### config.mk
export PLATFORM = sky130hd
export DESIGN_NAME = sparse_cell_unit
export DESIGN_NICKNAME = d
export VERILOG_FILES = /design/src/rtl/sparse_cell_unit.sv
export SDC_FILE = /design/constraint.sdc
export NUM_CORES = 1
export LEC_CHECK = 0
export ABC_AREA = 0
export CAP_MARGIN = 20
export CORE_UTILIZATION = 54
export CTS_CLUSTER_SIZE = 25
export DETAILED_ROUTE_END_ITERATION = 10
export PLACE_DENSITY = 0.88
export SETUP_SLACK_MARGIN = 0.1
export SLEW_MARGIN = 10
export SYNTH_ARGS = -nofsm -noshare
export SYNTH_HDL_FRONTEND = slang
export SYNTH_SLANG_ARGS = --single-unit
### constraint.sdc
create_clock -name Clk -period 8.2 [get_ports Clk]
set_input_delay 2.46 -clock Clk [delete_from_list [all_inputs] [get_ports Clk]]
set_output_delay 2.46 -clock Clk [all_outputs]
set_load 0.005 [all_outputs]
### src/rtl/sparse_cell_unit.sv
// Sparse masked-row MAC cell: walks set mask bits one MAC per cycle into a lane accumulator bank, drains via valid/ready.
// Define SPARSE_CELL_SAT_EN to saturate accumulators instead of wrapping.
module sparse_cell_unit #(
  parameter int DATA_WIDTH  = 8,
  parameter int BLOCK_WIDTH = 4,
  parameter int NUM_LANES   = 4,
  parameter int ACC_WIDTH   = 4*DATA_WIDTH,
  parameter int LANE_W      = $clog2(NUM_LANES)
) (
  input  logic                           Clk,
  input  logic                           rst,
  input  logic                           In_valid,
  output logic                           In_ready,
  input  logic [BLOCK_WIDTH*DATA_WIDTH-1:0] Input_act_data,
  input  logic [DATA_WIDTH-1:0]          Input_weight,
  input  logic [BLOCK_WIDTH-1:0]         Mask,
  input  logic                           Direction,
  input  logic                           Acc_clear,
  input  logic                           Flush,
  input  logic                           ResultCapture,
  input  logic [NUM_LANES*ACC_WIDTH-1:0] ResultIn,
  output logic                           Out_valid,
  input  logic                           Out_ready,
  output logic [NUM_LANES*ACC_WIDTH-1:0] Result_out
);

  typedef enum logic [1:0] {IDLE, PROC, DRAIN} state_t;

  state_t                           state;
  logic [BLOCK_WIDTH*DATA_WIDTH-1:0] act_r;
  logic signed [DATA_WIDTH-1:0]     wgt_r;
  logic [BLOCK_WIDTH-1:0]           pend;
  logic                             dir_r;
  logic signed [ACC_WIDTH-1:0]      acc [NUM_LANES];

  int                               idx;
  logic [LANE_W-1:0]                lane_sel;
  logic signed [DATA_WIDTH-1:0]     act_cur;
  logic signed [2*DATA_WIDTH-1:0]   prod;
  logic signed [ACC_WIDTH-1:0]      prod_ext;
  logic signed [ACC_WIDTH:0]        sum;
  logic signed [ACC_WIDTH-1:0]      acc_next;
  logic [BLOCK_WIDTH-1:0]           pend_next;

  assign In_ready = (state == IDLE) && !rst;

  always_comb begin
    idx = 0;
    for (int i = BLOCK_WIDTH-1; i >= 0; i--) begin
      if (pend[i]) idx = i;
    end
    // Power-of-two lane count: truncation is the modulo.
    lane_sel  = dir_r ? LANE_W'(BLOCK_WIDTH-1-idx) : LANE_W'(idx);
    act_cur   = act_r[idx*DATA_WIDTH +: DATA_WIDTH];
    prod      = act_cur * wgt_r;
    prod_ext  = ACC_WIDTH'(prod);
    sum       = (ACC_WIDTH+1)'(acc[lane_sel]) + (ACC_WIDTH+1)'(prod_ext);
`ifdef SPARSE_CELL_SAT_EN
    if (sum[ACC_WIDTH] != sum[ACC_WIDTH-1])
      acc_next = sum[ACC_WIDTH] ? {1'b1, {(ACC_WIDTH-1){1'b0}}} : {1'b0, {(ACC_WIDTH-1){1'b1}}};
    else
      acc_next = sum[ACC_WIDTH-1:0];
`else
    acc_next  = sum[ACC_WIDTH-1:0];
`endif
    pend_next = pend & (pend - 1'b1);
  end

  always_ff @(posedge Clk) begin
    if (rst) begin
      state      <= IDLE;
      Out_valid  <= 1'b0;
      Result_out <= '0;
      act_r      <= '0;
      wgt_r      <= '0;
      pend       <= '0;
      dir_r      <= 1'b0;
      for (int l = 0; l < NUM_LANES; l++) acc[l] <= '0;
    end else begin
      case (state)
        IDLE: begin
          if (Flush) begin
            for (int l = 0; l < NUM_LANES; l++) begin
              Result_out[l*ACC_WIDTH +: ACC_WIDTH] <= acc[l];
              acc[l] <= '0;
            end
            Out_valid <= 1'b1;
            state     <= DRAIN;
          end else if (ResultCapture) begin
            Result_out <= ResultIn;
            Out_valid  <= 1'b1;
            state      <= DRAIN;
          end else if (In_valid) begin
            act_r <= Input_act_data;
            wgt_r <= Input_weight;
            pend  <= Mask;
            dir_r <= Direction;
            if (Acc_clear) begin
              for (int l = 0; l < NUM_LANES; l++) acc[l] <= '0;
            end
            state <= PROC;
          end
        end
        PROC: begin
          // An empty mask still costs this one cycle, with no MAC.
          if (pend != '0) acc[lane_sel] <= acc_next;
          pend <= pend_next;
          if (pend_next == '0) state <= IDLE;
        end
        DRAIN: begin
          if (Out_ready) begin
            Out_valid <= 1'b0;
            state     <= IDLE;
          end
        end
        default: state <= IDLE;
      endcase
    end
  end

endmodule

-- After elaboration in Yosys (flattened, before gate mapping)
Memories as Yosys holds them, arrays and structs flattened.
Index checks and enable logic that the tools add are counted.
W data, S select, Z words.
- bitwise gates (word level): 11
- $mul: 1
- shift operators: 1
- $add $sub $neg: 3
- equality and inequality tests: 9
- multiplexer cells: 49
- reduce and logical (&&, ||, !) cells: 14
- operators by type and width (kind ; number):
    $mux W32 ; 9
    $mux W128 ; 2
    $mux W29 ; 3
    $add A32 B16 Y32 ; 1
    $reduce_or A32 Y1 ; 1
    $shiftx A32 B32 Y8 ; 1
    $mux W1 ; 21
    $mul A8 B8 Y16 ; 1
    $mux W2 ; 8
    $mux W4 ; 3
    $ne A2 B2 Y1 const B ; 5
    $or A1 B1 Y1 ; 8
    $pmux W4 S2 ; 1
    $reduce_and A4 Y1 ; 2
    $pmux W2 S3 ; 1
    $reduce_and A3 Y1 ; 2
    $reduce_bool A2 Y1 ; 3
    $and A4 B4 Y4 ; 1
    $logic_not A4 Y1 ; 1
    $ne A4 B4 Y1 const B ; 1
    $reduce_bool A4 Y1 ; 1
    $sub A4 B1 Y4 const B ; 1
    $ne A3 B3 Y1 const B ; 1
    $eq A2 B1 Y1 const B ; 1
    other kinds (8) ; 9
- bits in writable memories: 128
- register bits: 176
- input port bits: 180
- output and inout bits: 130
- memories kept: 1
- logic and storage cells: 96
- memory list (name ; words ; width ; read ports ; clocked after Yosys merged registers in ; write ports ; RTL line ; RTL):
    acc ; 4 ; 32 ; 5 ; 0 ; 4 ; 34 ; logic signed [ACC_WIDTH-1:0] acc [NUM_LANES];

-- Depth between registers and ports, before layout
Gate-level depths: netlist (run 1).
- depth after elaboration: 9
- mapped depth: 27
- depth with buffers taken out: 22

-- Worst setup path before layout (run 1)
Ideal clock, no wire load.
- kind: reg2reg
- from: reg pend[2]
- to: mem acc[3][22] (netlist bit), data pin
- cell stages (with the launch flop): 22
- data arrival time: 6883 ps
- buffers on the path: 2
- library setup time: 286 ps
- path slack: 1031 ps
- period minus slack after synthesis: 7169 ps
- required time: 7914 ps
- path through: dfxtp_1 -> buf_4 -> nand2b_4 -> a21oi_4 -> mux4_1 -> and2_1 -> inv_1 -> fa_1 -> inv_1 -> fa_1 -> fa_1 -> fa_1 -> fa_1 -> ha_1 -> a21o_1 -> a21oi_2 -> a2111oi_2 -> or2_1 -> buf_6 -> a31o_4 -> a311oi_2 -> nor4_1
- RTL lines (item ; RTL line ; RTL):
    start: declaration ; 32 ; logic [BLOCK_WIDTH-1:0] pend;
    start signal: assignment ; 96 ; pend <= Mask;
    start signal: assignment ; 107 ; pend <= pend_next;
    end: declaration ; 34 ;

==> results of run 1 <==
==> worst max path at each step <==
| stage | endpoint | depth (start not counted) | startpoint |
|---|---|---|---|
| 2_1_floorplan | acc[3][22]$_SDFFCE_PN0P_ | 21 | pend[2]$_SDFFE_PP0P_ |
| 3_3_place_gp | acc[3][18]$_SDFFCE_PN0P_ | 19 | pend[0]$_SDFFE_PP0P_ |
| 3_5_place_dp | acc[3][18]$_SDFFCE_PN0P_ | 19 | pend[0]$_SDFFE_PP0P_ |
| 4_1_cts | acc[2][18]$_SDFFCE_PN0P_ | 19 | pend[0]$_SDFFE_PP0P_ |
| 5_1_grt | acc[3][19]$_SDFFCE_PN0P_ | 20 | pend[2]$_SDFFE_PP0P_ |
| 6_report | acc[1][18]$_SDFFCE_PN0P_ | 20 | pend[2]$_SDFFE_PP0P_ |
==> power by group <==
group | switching (mW) | internal, mW
combinational | 0.443 | 0.411
sequential | 0.0823 | 1.69
clock | 0.604 | 0.801
==> routing by layer <==
metal | share of wire, % | GRT usage [%]
met1 | 38 | 40.6
met2 | 49 | 52.8
met3 | 10 | 6.39
met4 | 3.2 | 10.6
met5 | 0 | 0
==> per-stage QoR <==
stage	hold WS (ps)	instance area, um^2	util (%)	cells	worst slack [ps]
after detailed placement	443	22200	65.6	2453	844
after global routing	479	23200	68.5	2511	344
after floorplan	432	18700	-	1780	1030
after global placement	439	22200	65.5	2453	1020
after CTS	457	23200	68.5	2509	809
final	456	23200	68.6	2512	668
==> layout make-up <==
class	instances	area [um^2]
Fill cell	2333	10600
Multi-Input combinational cell	1218	10400
Sequential cell	304	7370
Timing Repair Buffer	332	3310
Clock buffer	37	850
Inverter	151	567
Tap cell	448	561
Clock inverter	19	160
Antenna cell	3	7.51
==> logic make-up (layout without fill, tap and decap cells) <==
logic type | after synthesis | in the layout
and+or+nand+nor | 523 | 523
DFF | 304 | 304
AOI/OAI and AO/OA | 290 | 290
buffers and inverters | 258 | 539
adders and majority gates | 206 | 206
muxes | 170 | 170
xor gates and xnor gates | 29 | 29
other | 0 | 3
==> synthesized netlist by cell type, types with 11 or more instances <==
master	instances	share of area (%)
nor2_1	279	5.6
dfxtp_1	176	19
inv_1	150	3.0
nand2_1	146	2.9
fa_1	136	15
a211oi_1	133	5.3
mux2i_1	130	6.9
edfxtp_1	128	21
clkbuf_1	83	1.7
a21oi_1	81	2.2
ha_1	70	4.7
and2_1	35	1.2
mux4_2	30	3.6
xnor2_1	19	0.89
o21ai_0	11	0.29
==> cells in the final DEF, fill, tap and decap left out, types with 80 or more instances in the layout <==
cell	instances
a211oi_1	133
edfxtp_1	128
a21oi_1	80
mux2i_1	130
fa_1	136
dfxtp_1	176
inv_1	150
nand2_1	142
clkdlybuf4s50_1	307
nor2_1	279
==> sequential cells by signal, summed over array words and instances, names as in the netlist <==
name	cells
Result_out	128
Out_valid	1
act_r	32
wgt_r	8
state	2
acc	128
pend	4
dir_r	1
==> worst max-delay path: stages (launching register included) <==
cell and delay [ps]:
dfxtp_1 500, nor2_2 110, nor3_4 490, mux4_1 530, and2_1 240, inv_1 520
buf_4 270, fa_1 430, inv_1 90, fa_1 470, fa_1 490, fa_1 420
ha_1 320, ha_1 350, o21a_1 190, nor2_1 230, o22ai_1 210, or2_1 410
a31o_4 310, xnor2_1 580, nor2_1 80
==> summary.txt, run 1 <==
number of synthesized flops with an enable pin = 128
# nets final = 2423
Slew @ Worst Pin = 1310 ps
number of H-tree levels = 1
Row Count = 67
layout cells sized above 1 = 6.40%
cell count after synthesis = 1780
vias in the first global route = 15300
post-synthesis simple-gate area fraction = 11.9%
Total Power = 4.03 mW
FMAX = 133 MHz
drt first-iter violations = 1411
Pre-antenna DRT Iters = 6
TritonCTS clock tree = done
clk buf depth = 3
Vias = 14900
clock sinks = 304
Adder-Cell Fraction of Synth Area = 19.2%
synth warn = 0
RSZ-0062 raised after global routing = no
commonest register cell after synthesis = dfxtp_1
reg-to-reg endpoint = acc[1][18]$_SDFFCE_PN0P_
Skew-Pair Late Insertion Delay = 560 ps
relative slew slack = 12.4%
IO Port Bufs = 309
Core ar. = 33900 um^2
Resized Gates After CTS = 0
leakage = 9.80 nW
final setup TNS = 0 ps
GPL Wtd Cong = 0.929
CP startpoint kind = register
initial antenna violation count = 2
clk slew on worst S/H paths = 60 ps
Die ar. = 35500 um^2
Seq cells post-synth = 304
reg2reg path depth = 20
Residual DRC = 0
largest family of logic cells by synthesized area = adder cells
total grt overflow = 0
Final Hold Fails = 0
Via density = 5.92
Power per Cell Area = 174 nW/um^2
Mapped Nets = 2166
worst path arrival time = 7810 ps
final setup fails = 0
Hold Crit Start = act_r[5]$_SDFFE_PP0P_
final WL = 56000 um
hpwl dp = 40600 um
first-pass GRT wire length = 86300 um
Num CTS Buffers = 30
Hold Path Depth = 2
status = completed
Die Ht = 188 um
data required time at the worst endpoint = 8480 ps
sequential share of the synthesized area = 39.3%
CTS Root Cell = clkbuf_16
Synth Area in Compound Gates = 10.8%
post-synthesis xor/xnor area fraction = 1.43%
crit path capture type = register
min Tclk post-route = 7530 ps
clk_skew = 14.0 ps
syn_area_per_cell = 10.5 um^2
Avg WL per Cell = 22.3 um
hold buffers post-CTS = 0
GR Util All Layers = 31.5%
hold endpoint = act_r[5]$_SDFFE_PP0P_
I/O pin total = 310
Die Span X = 188 um
Synth Cell Area = 18700 um^2
Initial Util = 55.4%
part of the cycle the worst path needs = 91.8%
ys async rst share = 0%
setup slack, reg-to-reg = 670 ps
P&R area growth vs syn = 23.9%
critical path class = reg2reg
max cap viols = 0
mux cell area share after synthesis = 11.9%
Peak VDD IR = 0.187 mV
number of routed nets with antenna violations = 0
Final Max Slew Viols = 0
Cell variety after synth = 74
Worst R2R Start = pend[2]$_SDFFE_PP0P_
Post-CTS Setup Bufs = 0
worst hold path type = reg2reg
Max FO, Critical Path = 14
pin count of the biggest net entering global routing = 257
(Power assumes the default switching activity.)
==> inputs of run 2 (changes only) <==
--- a/config.mk
+++ b/config.mk
@@ -12,6 +12,7 @@
 export DETAILED_ROUTE_END_ITERATION = 10
 export PLACE_DENSITY = 0.88
 export SETUP_SLACK_MARGIN = 0.1
+export SKIP_CTS_REPAIR_TIMING = 1
 export SLEW_MARGIN = 10
 export SYNTH_ARGS = -nofsm -noshare
 export SYNTH_HDL_FRONTEND = slang
==> results of run 2 <==
Same layout as run 1: the final DEF is identical, and so are final timing and power.
